===== config.mk =====
export PLATFORM = sky130hd
export DESIGN_NAME = fetch_pc_gen
export DESIGN_NICKNAME = d
export VERILOG_FILES = /design/src/rtl/fetch_pc_gen_pkg.sv /design/src/rtl/fetch_pc_gen_pc_queue.sv /design/src/rtl/fetch_pc_gen.sv
export SDC_FILE = /design/constraint.sdc
export NUM_CORES = 1
export LEC_CHECK = 0
export ABC_CLOCK_PERIOD_IN_PS = 3100
export BUFFER_PORTS_ARGS = -buffer_cell sky130_fd_sc_hd__buf_4
export CAP_MARGIN = 20
export CORE_UTILIZATION = 49
export CTS_CLUSTER_SIZE = 25
export DETAILED_ROUTE_END_ITERATION = 6
export MAX_ROUTING_LAYER = met4
export PLACE_DENSITY = 0.88
export SETUP_SLACK_MARGIN = 0.5
export SLEW_MARGIN = 20
export SYNTH_ARGS = -nofsm -noshare
export SYNTH_HDL_FRONTEND = slang
export SYNTH_SLANG_ARGS = --single-unit

===== constraint.sdc =====
create_clock -name clk -period 3.1 [get_ports clk]
set_input_delay 0.465 -clock clk [delete_from_list [all_inputs] [get_ports clk]]
set_output_delay 0.465 -clock clk [all_outputs]
set_load 0.02 [all_outputs]

===== src/rtl/fetch_pc_gen_pkg.sv =====
// Shared constants and types for the IF-stage fetch address generator.
package fetch_pc_gen_pkg;

    localparam logic [31:0] DEFAULT_RESET_PC = 32'h1C00_0000;
    localparam int          INSN_WIDTH       = 32;
    localparam int          MAX_FETCH_WIDTH  = 4;

    // Encoded so that a numerically larger code always has the higher priority.
    typedef enum logic [1:0] {
        REDIR_NONE = 2'd0,
        REDIR_BR   = 2'd1,
        REDIR_ERTN = 2'd2,
        REDIR_EXCP = 2'd3
    } redirect_e;

    typedef struct packed {
        logic [31:0]                           pc;
        logic [MAX_FETCH_WIDTH*INSN_WIDTH-1:0] data;
        logic [MAX_FETCH_WIDTH-1:0]            mask;
    } fetch_bundle_t;

    function automatic redirect_e redirect_select(input logic excp, input logic ertn, input logic br);
        if (excp) return REDIR_EXCP;
        if (ertn) return REDIR_ERTN;
        if (br)   return REDIR_BR;
        return REDIR_NONE;
    endfunction

endpackage


===== src/rtl/fetch_pc_gen_pc_queue.sv =====
// In-order FIFO of outstanding fetch PCs; the head is the PC of the next expected response.
module fetch_pc_gen_pc_queue #(
    parameter int DEPTH = 4
) (
    input  logic                       clk,
    input  logic                       reset,
    input  logic                       push,
    input  logic [31:0]                push_pc,
    input  logic                       pop,
    output logic [31:0]                head_pc,
    output logic [$clog2(DEPTH):0]     count
);

    localparam int PTR_W = $clog2(DEPTH);
    localparam int CNT_W = PTR_W + 1;

    logic [31:0]      entries [DEPTH];
    logic [PTR_W-1:0] wr_ptr;
    logic [PTR_W-1:0] rd_ptr;
    logic             do_push;
    logic             do_pop;

    assign do_push = push && (count != CNT_W'(DEPTH));
    assign do_pop  = pop && (count != '0);
    assign head_pc = entries[rd_ptr];

    always_ff @(posedge clk or negedge reset) begin
        if (!reset) begin
            wr_ptr <= '0;
            rd_ptr <= '0;
            count  <= '0;
        end else begin
            if (do_push) wr_ptr <= wr_ptr + 1'b1;
            if (do_pop)  rd_ptr <= rd_ptr + 1'b1;
            count <= count + CNT_W'(do_push) - CNT_W'(do_pop);
        end
    end

    always_ff @(posedge clk) begin
        if (do_push) entries[wr_ptr] <= push_pc;
    end

endmodule


===== src/rtl/fetch_pc_gen.sv =====
// Fetch address generator: issues aligned block fetches, pairs responses with their PC,
// and discards wrong-path responses after a redirect.
module fetch_pc_gen
    import fetch_pc_gen_pkg::*;
#(
    parameter logic [31:0] RESET_PC    = DEFAULT_RESET_PC,
    parameter int          FETCH_WIDTH = 2,
    parameter int          QUEUE_DEPTH = 4
) (
    input  logic                              clk,
    input  logic                              reset,
    input  logic                              excp_flush,
    input  logic [31:0]                       eentry,
    input  logic                              ertn_flush,
    input  logic [31:0]                       era,
    input  logic                              br_taken,
    input  logic [31:0]                       br_target,
    output logic                              req_valid,
    input  logic                              req_ready,
    output logic [31:0]                       req_pc,
    input  logic                              resp_valid,
    output logic                              resp_ready,
    input  logic [INSN_WIDTH*FETCH_WIDTH-1:0] resp_data,
    output logic                              out_valid,
    input  logic                              out_ready,
    output logic [31:0]                       out_pc,
    output logic [INSN_WIDTH*FETCH_WIDTH-1:0] out_data,
    output logic [FETCH_WIDTH-1:0]            out_mask
);

    localparam int          CNT_W       = $clog2(QUEUE_DEPTH) + 1;
    localparam int          BLOCK_BYTES = FETCH_WIDTH * 4;
    localparam logic [31:0] OFFSET_MASK = 32'(BLOCK_BYTES - 1);
    localparam logic [31:0] BLOCK_STEP  = 32'(BLOCK_BYTES);

    logic [31:0]      pc;
    logic [CNT_W-1:0] drop_cnt;
    logic [CNT_W-1:0] inflight;
    logic [31:0]      head_pc;
    logic [31:0]      head_lane;
    logic [31:0]      redirect_raw;
    logic [31:0]      redirect_target;
    redirect_e        redir_sel;
    logic             redirect;
    logic             draining;
    logic             req_fire;
    logic             resp_fire;
    logic             queue_pop;

    assign redir_sel = redirect_select(excp_flush, ertn_flush, br_taken);
    assign redirect  = (redir_sel != REDIR_NONE);

    always_comb begin
        case (redir_sel)
            REDIR_EXCP: redirect_raw = eentry;
            REDIR_ERTN: redirect_raw = era;
            default:    redirect_raw = br_target;
        endcase
    end

    assign redirect_target = {redirect_raw[31:2], 2'b00};

    // Every handshake output is forced low while reset is held, independent of the clock.
    assign draining   = (drop_cnt != '0);
    assign req_valid  = reset && !redirect && (inflight < CNT_W'(QUEUE_DEPTH));
    assign req_fire   = req_valid && req_ready;
    assign req_pc     = pc;
    assign resp_ready = reset && ((redirect || draining) ? 1'b1 : out_ready);
    assign resp_fire  = resp_valid && resp_ready;
    assign queue_pop  = resp_fire && (inflight != '0);
    assign out_valid  = reset && resp_valid && !redirect && !draining;
    assign out_pc     = head_pc;
    assign out_data   = resp_data;
    assign head_lane  = (head_pc & OFFSET_MASK) >> 2;

    always_comb begin
        out_mask = '0;
        for (int i = 0; i < FETCH_WIDTH; i++) begin
            out_mask[i] = reset && (32'(i) >= head_lane);
        end
    end

    fetch_pc_gen_pc_queue #(
        .DEPTH   (QUEUE_DEPTH)
    ) u_pc_queue (
        .clk     (clk),
        .reset   (reset),
        .push    (req_fire),
        .push_pc (pc),
        .pop     (queue_pop),
        .head_pc (head_pc),
        .count   (inflight)
    );

    // On redirect every entry still queued after this cycle's pop belongs to the old path.
    always_ff @(posedge clk or negedge reset) begin
        if (!reset) begin
            pc       <= RESET_PC;
            drop_cnt <= '0;
        end else if (redirect) begin
            pc       <= redirect_target;
            drop_cnt <= inflight - CNT_W'(queue_pop);
        end else begin
            if (req_fire) pc <= (pc & ~OFFSET_MASK) + BLOCK_STEP;
            if (queue_pop && draining) drop_cnt <= drop_cnt - 1'b1;
        end
    end

    assert property (@(posedge clk) disable iff (!reset) resp_fire |-> (inflight != '0));

endmodule


* Word level (Yosys, flattened, before mapping)
Memory sizes are Yosys's and may differ from the RTL's.
Index checks and enable logic that the tools add are counted.
** Storage, ports and cells
- Register bits :: 42
- Memory bits (writable) :: 128
- Input port bits :: 168
- Output and inout port bits :: 133
- Word-level logic and storage cells :: 61
- Memories kept :: 1
** Operators by class
- Add/sub/neg operators :: 7
- $lt $le $gt $ge :: 3
- Eq/ne operators :: 3
- Mux-type cells :: 20
- Reductions and logical operators :: 22
** Memories
- u_pc_queue.entries :: words 4, bits a word 32, rd ports 1, clocked after memory_dff 0, write ports 1, RTL line fetch_pc_gen_pc_queue.sv:17 : logic [31:0] entries [DEPTH];
** Operators by type and width (number)
- $mux 32 :: 2
- $pmux 32 s2 :: 1
- $add 32x4->32 const B :: 1
- $logic_and 1x1->1 :: 14
- $mux 2 :: 6
- $mux 1 :: 9
- $mux 3 :: 2
- $reduce_bool 2->1 :: 3
- $reduce_bool 3->1 :: 2
- $sub 3x1->3 :: 2
- $add 2x1->2 const B :: 2
- $eq 2x2->1 const B :: 2
- $add 3x1->3 :: 1
- $lt 3x3->1 const B :: 1
- $ne 3x3->1 const B :: 1
- $sub 3x1->3 const B :: 1
- $ge 1x1->1 const A :: 2
- $logic_not 1->1 :: 2
- $logic_or 1x1->1 :: 1

* Longest topological paths before layout
- Depth in word-level cells :: 16
- Mapped depth :: 11
- Mapped depth without buffers :: 11

* Hierarchy
A second synthesis with hierarchy kept.
** Second synthesis, totals
- Cell total of the unflattened synthesis :: 596
- Area, all modules :: 8191.6 µm²
** By module, submodules not included
- fetch_pc_gen_pc_queue :: instances 1, cells each 207, area an instance 5124.9 µm², seq. area each 4018.9 µm²
- fetch_pc_gen :: instances 1, cells each 389, area an instance 3066.7 µm², seq. area each 829.5 µm²

* Least setup slack after synthesis
No wires, ideal clock.
- Kind :: input-to-reg
- From :: in ertn_flush
- To :: reg u_pc_queue.count[2]
- Setup time :: 0.124 ns
- Arrival time :: 2.617 ns
- Data required time :: 2.976 ns
- Slack :: 0.360 ns
- Cell stages on the path :: 10
- Path buffers :: 1
- Cells stage by stage :: buf_6 -> or3_1 -> o31a_1 -> and2_1 -> ha_1 -> inv_1 -> ha_1 -> fa_1 -> xnor2_1 -> xnor2_1
** Between the ends
- Longest elaborated chain between the ends :: 13
- Elaborated cells on any way between the ends :: 21
- Classes of those cells :: 2 x add/sub; 8 x mux; 11 x reduce/logical
** Ends and longest elaborated chain
- from (decl) :: RTL line fetch_pc_gen.sv:14 : input logic ertn_flush,
- $mux 2 :: RTL line fetch_pc_gen_pkg.sv:24 : if (ertn) return REDIR_ERTN;
- $mux 2 :: RTL line fetch_pc_gen_pkg.sv:25 : if (br) return REDIR_BR;
- $mux 2 :: RTL line fetch_pc_gen_pkg.sv:26 : return REDIR_NONE;
- $mux 2 * :: RTL line fetch_pc_gen_pkg.sv:25
- $mux 2 * :: RTL line fetch_pc_gen_pkg.sv:24
- $reduce_bool 2->1 * :: RTL line fetch_pc_gen.sv:51 : assign redirect = (redir_sel != REDIR_NONE);
- $logic_or 1x1->1 * :: RTL line fetch_pc_gen.sv:68 : assign resp_ready = reset && ((redirect || draining) ? 1'b1 : out_ready);
- $mux 1 * :: RTL line fetch_pc_gen.sv:68
- $logic_and 1x1->1 * :: RTL line fetch_pc_gen.sv:68
- net resp_ready :: RTL line fetch_pc_gen.sv:22 : output logic resp_ready,
- $logic_and 1x1->1 * :: RTL line fetch_pc_gen.sv:69 : assign resp_fire = resp_valid && resp_ready;
- $logic_and 1x1->1 * :: RTL line fetch_pc_gen.sv:70 : assign queue_pop = resp_fire && (inflight != '0);
- $logic_and 1x1->1 * :: RTL line fetch_pc_gen_pc_queue.sv:24 : assign do_pop = pop && (count != '0);
- net u_pc_queue.do_pop :: RTL line fetch_pc_gen_pc_queue.sv:21 : logic do_pop;
- $sub 3x1->3 * :: RTL line fetch_pc_gen_pc_queue.sv:35 : count <= count + CNT_W'(do_push) - CNT_W'(do_pop);
- to (signal assigned) :: RTL line fetch_pc_gen_pc_queue.sv:35
- to (decl) :: RTL line fetch_pc_gen_pc_queue.sv:11 : output logic [$clog2(DEPTH):0] count
Mark *: on every way through the listed nets, which the timed path passes. The rest lies on a longest branch. The select of a mux whose other input is x is not followed.
A chain may end at the register's enable or synchronous reset.

* Final worst setup path
- From :: in reset
- To :: mem u_pc_queue.entries[0][24] (enable)
** Between the ends
- Longest elaborated chain between the ends :: 6
** Ends and longest elaborated chain
- from (decl) :: RTL line fetch_pc_gen.sv:11 : input logic reset,
- $logic_and 1x1->1 (2 in a row) :: RTL line fetch_pc_gen.sv:65 : assign req_valid = reset && !redirect && (inflight < CNT_W'(QUEUE_DEPTH));
- $logic_and 1x1->1 :: RTL line fetch_pc_gen.sv:66 : assign req_fire = req_valid && req_ready;
- $logic_and 1x1->1 :: RTL line fetch_pc_gen_pc_queue.sv:23 : assign do_push = push && (count != CNT_W'(DEPTH));
- $mux 1 :: RTL line fetch_pc_gen_pc_queue.sv:40 : if (do_push) entries[wr_ptr] <= push_pc;
- $mux 1 (implied by the code) :: RTL line fetch_pc_gen_pc_queue.sv:40
- to (decl) :: RTL line fetch_pc_gen_pc_queue.sv:17
Every way passes these cells.

==> results.txt <==
- The run finished, with violations left.
* Violations in the final reports: design-rule violations
* Total die area: 16300 sq um
* Simple-gate area share of the yosys netlist: 0.0903
- Placed Cells incl. Taps: 862
- In this run, synthesis inferred 120 flip-flops with an integrated enable.
- Row count: 45
- Summed over all layers, the routed wires come to 22.8 mm.
- The share of the synthesized area in compound gates (AO/OA/AOI/OAI) came to 0.0710.
- The hold violation count in the final report was 0.
- Post-synthesis instance area: 7720 sq um
* Data arrival time of the worst path: 2.66 ns
* Minimum period implied by the final worst setup slack: 2.54 ns
* Required @ worst endpoint: 3.22 ns
- After synthesis, the largest family of logic cells by area is multiplexers.
- Timing would allow up to 394 MHz.
* Path type of the worst setup path: in -> reg
- Final global-route overflow total: 0
- Share of synthesized registers carrying an async set or reset: 0.250
- Antenna fix cells: 0
- The share of synthesized area in the top cell type comes to 0.467.
- Root buffer cell: sky130_fd_sc_hd__clkbuf_16
* Sequential-to-total area share from yosys stat: 0.597
- Critical path fanouts, max: 24
- Yosys printed 0 warnings.
- Leading cell types by count after synthesis: sky130_fd_sc_hd__edfxtp_1 (120), sky130_fd_sc_hd__buf_4 (69), sky130_fd_sc_hd__a21oi_1 (40)
* First-pass iteration count of the detailed router: 7
- The initial antenna violation count was 0.
- The worst setup path is captured at a register.
- For this run, design rule violations remaining after detail routing come to 3.
- During placement, the flow inserted port buffers numbering 162.
- In the synthesized netlist the dominant register cell turns out to be sky130_fd_sc_hd__edfxtp_1.
- Signed area change from the synthesized netlist to the final layout: 21.9%
- Deepest clock path buffer count: 2
* Hpwl dp: 16.1 mm
* Clock H-tree levels: 4
* Initial core utilization: 0.504
* Average cell area after synthesis: 13.6 sq um
* Clock transition at the registers of the reported paths: 0.06 ns
* Layout Cells excl Fill: 895
- Final hold analysis gives a worst-case slack of 0.275 ns.
- Of the total synthesized cell area, the portion taken by full adders, half adders and majority gates is 0.0204.
- CTS Sinks: 160
- Setup violations remaining at the end of the flow were counted as 0.
- Largest cells by area after synthesis: sky130_fd_sc_hd__edfxtp_1 (47%), sky130_fd_sc_hd__dfrtp_1 (12%), sky130_fd_sc_hd__mux4_2 (8.8%)
- Total track usage: 0.295
* Total negative setup slack: 0 ns
- Slack of the worst reg-to-reg path: 0.64 ns
- Share of layout cells above drive strength 1: 0.370
- Via count: 5526
- Measured against its own limit, the worst slew margin works out to 0.569.
- Clock latency on the worst-skew pair, taken at its later pin, is 0.42 ns.
- TritonCTS built the clock tree.
* TritonCTS buffer count: 17
- Parity-gate share of the synthesized area counting xor and xnor cells: 0.0340
* Worst IR Drop VDD: 0.382 mV
* Cell taking the most area after synthesis: sky130_fd_sc_hd__edfxtp_1
- Dividing the detail-routed wire length by the instance count gives 25.5 um.
- The core region is 15300 sq um.
- Most numerous cell in the Yosys netlist: sky130_fd_sc_hd__edfxtp_1
- Unique masters post-synth: 48
- Post-Synthesis Cells: 568
- In this run, the number of DRC markers left after iteration 0 of detailed routing was 584.
- Via count of the first global-routing pass: 5559
- Slew Viols, Final: 0
- The floorplan step set the die height to 128 um.
- Post-synthesis mux area share: 0.0992
- Power Density: 719 nW/um^2
- Type of the tightest min-delay check: in -> reg
* Wire length of the first global-routing pass: 33.1 mm
- Fillcell total: 1082
* Kind of start point of the critical path: input port
* Total leakage power: 3.58 nW
- Worst Skew: 0.0105 ns
- Number of antenna-violating nets in the routed design: 0
- Entering global routing, the biggest net connects 63 pins.
- After the last flow step, the layout net total stands at 851.
- Max-capacitance violation count: 0
- At the pin with the least slew margin, the transition time is 0.646 ns.
- In the finished design, the share of the clock period the worst path needs comes to 0.818.
* Width of the chip: 128 um
* Final RePlAce weighted congestion: 0.844
- Flip-flop and latch count after synthesis: 160
- During I/O placement, the number of pins put on the boundary was 301.
* RSZ-0062 raised after global routing: no
* Vias per Instance: 6.17
layer usage:
layer,wire [um],GRT usage,share of wire
met5,0,-,0
met4,1050,0.158,0.046
met3,2490,0.0942,0.11
met2,12000,0.513,0.53
met1,7210,0.295,0.32
cells in the final DEF (no fill, tap or decap), types with 19 or more instances in the layout:
cell type                     n
sky130_fd_sc_hd__buf_4      170
sky130_fd_sc_hd__edfxtp_1   120
sky130_fd_sc_hd__a21oi_1     40
sky130_fd_sc_hd__dfrtp_1     36
sky130_fd_sc_hd__nor2_1      33
sky130_fd_sc_hd__mux4_2      30
sky130_fd_sc_hd__nand2_1     22
sky130_fd_sc_hd__o22ai_1     20
sky130_fd_sc_hd__xor2_1      20
sky130_fd_sc_hd__clkbuf_16   19
power breakdown:
| part | switching (mW) | leakage (nW) | internal, mW |
|---|---|---|---|
| combinational | 0.988 | 1.74 | 0.953 |
| sequential | 0.259 | 1.54 | 2.47 |
| clock | 0.808 | 0.292 | 1.29 |
sequential cells by signal, indices dropped and copies added, names as in the netlist:
register            count
drop_cnt                3
u_pc_queue.count        3
u_pc_queue.wr_ptr       2
u_pc_queue.rd_ptr       2
req_pc                 30
u_pc_queue.entries    120
stage by stage:
step           utilization  power [mW]  worst slack [ns]  cell area [sq um]
2_1_floorplan            -        4.01             0.386               7740
5_1_grt              0.614        7.00             0.508               9410
3_5_place_dp         0.573        4.70             0.320               8780
4_1_cts              0.614        6.78             0.510               9400
6_report             0.614        6.76             0.563               9410
3_3_place_gp         0.573        4.63             0.407               8780
cell families after synthesis:
| group | after synthesis |
|---|---|
| XOR/XNOR | 30 |
| flip-flops | 160 |
| AO/OA/AOI/OAI | 92 |
| other | 1 |
| buffers and inverters | 108 |
| AND/OR/NAND/NOR | 126 |
| adder cells (fa/ha/maj) | 12 |
| multiplexers | 39 |
timing repair:
| action | 4_1_cts | 5_1_grt |
|---|---|---|
| setup endpoints to repair | 6 | 1 |
| hold buffers | 1 | 0 |
| resized for setup | 1 | 1 |
| hold endpoints to repair | 10 | 0 |
| setup buffers | 0 | 0 |
area by class of cell:
type / instances / area (sq um) / share of cell area
clock buffer: 25 / 538 / 0.0572
timing repair buffer: 178 / 1420 / 0.151
inverter: 11 / 41.3 / 0.00439
sequential: 160 / 4610 / 0.490
clock inverter: 7 / 71.3 / 0.00758
tap: 211 / 264 / 0.0281
multi-input combinational: 303 / 2460 / 0.262
final timing paths:
kind,startpoint,end,cells past startpoint
setup / recovery,reset,u_pc_queue.entries[0][24],5
hold / removal,eentry[12],req_pc[12],3
setup reg to reg,drop_cnt[0],u_pc_queue.count[2],11
hold reg to reg,req_pc[28],u_pc_queue.entries[0][28],0
max in group asynchronous,reset,u_pc_queue.wr_ptr[0],3
min in group asynchronous,reset,u_pc_queue.count[0],2
worst max-delay path, stage by stage:
cell and delay [ns]:
sky130_fd_sc_hd__dlygate4sd3_1 0.57, sky130_fd_sc_hd__buf_4 0.32, sky130_fd_sc_hd__and3b_1 0.49, sky130_fd_sc_hd__and3_2 0.55
sky130_fd_sc_hd__buf_12 0.24
Power figures use the tool's default switching activity.
